$ cat src/rtl/prio_enc_8to3_latched.sv
// Clocked 8-to-3 priority encoder with edge-captured pending requests
// and a VALID/ACK drain handshake. Bit 7 has the highest priority.
module prio_enc_8to3_latched (
  input  logic       CLK,
  input  logic       RST,
  input  logic       EI_L,
  input  logic [7:0] I_L,
  input  logic       ACK,
  output logic [2:0] Y,
  output logic       VALID,
  output logic       GS_L,
  output logic       EO_L,
  output logic       OVF
);

  typedef enum logic {
    IDLE,
    PRES
  } state_t;

  state_t     state_q, state_d;
  logic [7:0] s1_q, s2_q, s3_q;
  logic [7:0] p_q, p_d;
  logic [7:0] edg, clr;
  logic [2:0] y_q, y_d, hi_idx;
  logic       valid_q, valid_d;
  logic       gs_q, gs_d;
  logic       eo_q, eo_d;
  logic       ovf_q, ovf_d;

  // s3 is the history flop: a fall is s3 high while s2 already low
  assign edg = s3_q & ~s2_q;
  assign clr = (state_q == PRES && ACK) ? (8'b1 << y_q) : 8'b0;

  always_comb begin
    p_d   = (p_q & ~clr) | edg;
    ovf_d = |(edg & p_q & ~clr);
    gs_d  = ~|p_d;
    eo_d  = ~(~EI_L & ~|p_d);
  end

  always_comb begin
    hi_idx = 3'd0;
    for (int i = 0; i < 8; i++) begin
      if (p_q[i]) hi_idx = 3'(i);
    end
  end

  always_comb begin
    state_d = state_q;
    y_d     = y_q;
    valid_d = valid_q;
    unique case (state_q)
      IDLE: begin
        valid_d = 1'b0;
        if (!EI_L && |p_q) begin
          y_d     = hi_idx;
          valid_d = 1'b1;
          state_d = PRES;
        end
      end
      PRES: begin
        if (ACK) begin
          valid_d = 1'b0;
          state_d = IDLE;
        end
      end
    endcase
  end

  always_ff @(posedge CLK or posedge RST) begin
    if (RST) begin
      s1_q    <= 8'hFF;
      s2_q    <= 8'hFF;
      s3_q    <= 8'hFF;
      p_q     <= 8'h00;
      state_q <= IDLE;
      y_q     <= 3'd0;
      valid_q <= 1'b0;
      gs_q    <= 1'b1;
      eo_q    <= 1'b1;
      ovf_q   <= 1'b0;
    end else begin
      s1_q    <= I_L;
      s2_q    <= s1_q;
      s3_q    <= s2_q;
      p_q     <= p_d;
      state_q <= state_d;
      y_q     <= y_d;
      valid_q <= valid_d;
      gs_q    <= gs_d;
      eo_q    <= eo_d;
      ovf_q   <= ovf_d;
    end
  end

  assign Y     = y_q;
  assign VALID = valid_q;
  assign GS_L  = gs_q;
  assign EO_L  = eo_q;
  assign OVF   = ovf_q;

endmodule

$ cat config.mk
export PLATFORM = sky130hd
export DESIGN_NAME = prio_enc_8to3_latched
export DESIGN_NICKNAME = d
export VERILOG_FILES = /design/src/rtl/prio_enc_8to3_latched.sv
export SDC_FILE = /design/constraint.sdc
export NUM_CORES = 1
export LEC_CHECK = 0
export ABC_AREA = 1
export ABC_CLOCK_PERIOD_IN_PS = 1600
export BUFFER_PORTS_ARGS = -buffer_cell sky130_fd_sc_hd__buf_2
export CORE_MARGIN = 10
export CORE_UTILIZATION = 55
export CTS_CLUSTER_DIAMETER = 50
export DETAILED_ROUTE_END_ITERATION = 8
export GPL_TIMING_DRIVEN = 0
export PLACE_DENSITY_LB_ADDON = 0.12
export SLEW_MARGIN = 10
export SYNTH_ARGS = -nofsm -noshare
export SYNTH_HDL_FRONTEND = slang
export SYNTH_SLANG_ARGS = --single-unit
$ cat constraint.sdc
create_clock -name CLK -period 1.6 [get_ports CLK]
set_input_delay 0.08 -clock CLK [delete_from_list [all_inputs] [get_ports CLK]]
set_output_delay 0.08 -clock CLK [all_outputs]
set_load 0.05 [all_outputs]
==> metrics.yaml <==
die_w_um: 72.6
antennaDiodeCount: 0
cts_buffer_depth: 2
grt_setup_unrepaired: "false"
final_cell_mix: "inv_1 (31), nand2_1 (31), dfstp_2 (26), nor2_1 (25), buf_2 (18)"
die-area_mm2: 0.00527
firstDrtPassIters: 4
power_density_mw_per_mm2: 1120
viasPerCell: 4.77
pre_cts_slack_ns: 0.291
synth_top_area_share_pct: 44.9
synthDistinctLibCells: 15
routedWlPerCell_um: 12.1
worst_pin_slew_ns: 0.772
cts-root-buf: "clkbuf_4"
cp-end-kind: "flop"
vdd_ir_drop_max_uv: 793
antenna_found_initial: 0
crit_path_max_fanout: 4
syn_inst: 154
cpMaxStageDelayCell: "dfrtp_1"
vias: 1050
drc: 0
clkSlewWorstSetupHoldPaths_ns: 0.11
final_antenna_net_count: 0
cts_tree: "done"
tns_ns: 0
cap_viol_max_count: 0
ioPinCount: 19
avgSynthCellArea_um2: 9.88
final_hold_viol_count: 0
critical_path.max_stage_delay_ns: 0.43
grt_pass1_vias: 1122
grt_max_degree: 41
htreeDepth: 2
grt_util_all_layers_pct: 11.0
ys_warn_count: 0
p_leak_nw: 0.875
slew_viol_final: 0
path_cells: "nand2_2, nor2_4, nand2_1, a21boi_2, nand2_1, nor2_2, inv_1, nor2_2"
wl_um: 2650
place_area_mm2: 0.00165
cp-start-kind: "flop"
cp.required_ns: 1.89
mappedNetlistArea_mm2: 0.00152
clkSinkCount: 40
instances_no_fill: 220
dpl.cell_count: 203
grt_pass1_wl_um: 4570
syn_nets: 166
layout_setup_ws_ns: 0.259
fillerInstances: 233
clock_skew_ns: 0.0135
core_area_mm2: 0.00271
reg2reg_from: "state_q"
portBuffers: 18
critical_path_class: "reg -> reg"
cts_made_buffers: 5
design_area_mm2: 0.00180
min_path_type: "in -> reg"
finalSetupViolCount: 0
power.total_mw: 2.00
relSlewSlack_pct: 48.5
globalplace.congestion: 0.814
fin_crit_sh_pct: 83.8
synthTopCellsByArea: "dfstp_2 (45%), dfrtp_1 (23%), inv_1 (7.9%)"
area_growth_pct: 18.0
yosysTopAreaCell: "dfstp_2"
period_minus_slack_ns: 1.34
grt_overflow: 0
clkLatencyLatePin_ns: 0.34
ys_ff_latch: 40
final_nets: 201
status: "finished clean"
crit_arrival_ns: 1.63
drive_gt1_share_pct: 30.2
die_h_um: 72.6
seq_area_frac_synth_pct: 67.9
drtIter0Drc: 76
hpwl_um: 1880
start_util_pct: 56.1
regArea_mm2: 0.00103
multi_input_area_um2: 368
crit_path_start: "state_q"
row_count: 19
fmax_ghz: 0.746
hold_start: "ACK"
## cell type report
type	instances	area share, %
clock buffer	7	2.51
sequential	40	57.6
inverter	32	6.69
tap	31	2.16
multi-input combinational	82	20.5
timing repair buffer	28	10.6
## repair_timing
item,4_1_cts,5_1_grt
hold buffers,10,0
hold endpoints to repair,23,0
gates resized for setup,0,0
setup buffers,0,0
## path summary, 6_finish.rpt
check                           to  slack, ns  cells past startpoint
setup / recovery              GS_L       0.26                      8
hold / removal             state_q       0.02                      4
setup reg to reg              GS_L       0.26                      8
hold reg to reg            s2_q[1]       0.36                      0
max in group asynchronous   p_q[2]       0.68                      3
min in group asynchronous   p_q[6]       0.42                      3
## metrics by stage
stage	hold slack, ns	utilization (%)
final	0.0247	66.3
after floorplan	0.0845	-
after CTS	0.0137	66.3
after global placement	0.184	60.9
after detailed placement	0.186	60.9
after global routing	0.0491	66.3
## routing by layer
layer	vias up	share of wire, %	track usage, %
li1	528	-	-
met1	496	44	11.6
met2	20	49	18.7
met3	6	4.4	3.95
met4	0	2.0	5.91
met5	-	0	0
## cell families after synthesis
logic type,after synthesis,share of synthesized area (%)
AND/OR/NAND/NOR,67,18.1
AO/OA/AOI/OAI,15,6.09
buffers and inverters,32,7.90
flip-flops,40,67.9
## synth_stat cells (all sizes together)
| cell | n |
|---|---|
| o21a | 1 |
| nand2 | 32 |
| dfrtp | 14 |
| o21ai | 7 |
| dfstp | 26 |
| nand3 | 7 |
| inv | 32 |
| nor2 | 28 |
| a21boi | 1 |
| o22ai | 1 |
| a21oi | 5 |
## power by group
group          leakage (nW)  switching, mW  internal (mW)  total (mW)
Combinational         0.433          0.242          0.110       0.352
Clock                0.0254          0.288          0.166       0.454
Sequential            0.416         0.0748           1.12        1.20
## state kept, by name, summed over array words and instances (netlist names)
register / flops
OVF: 1
s2_q: 8
s1_q: 8
s3_q: 8
VALID: 1
p_q: 8
Y: 3
EO_L: 1
state_q: 1
GS_L: 1
## worst max-delay path, delay by kind of cell (launching register included)
family	cells	cell delay [ns]
compound gates	1	0.16
buf+inv	1	0.06
flops	1	0.43
simple gates	6	0.63
Power figures use the tool's default switching activity.
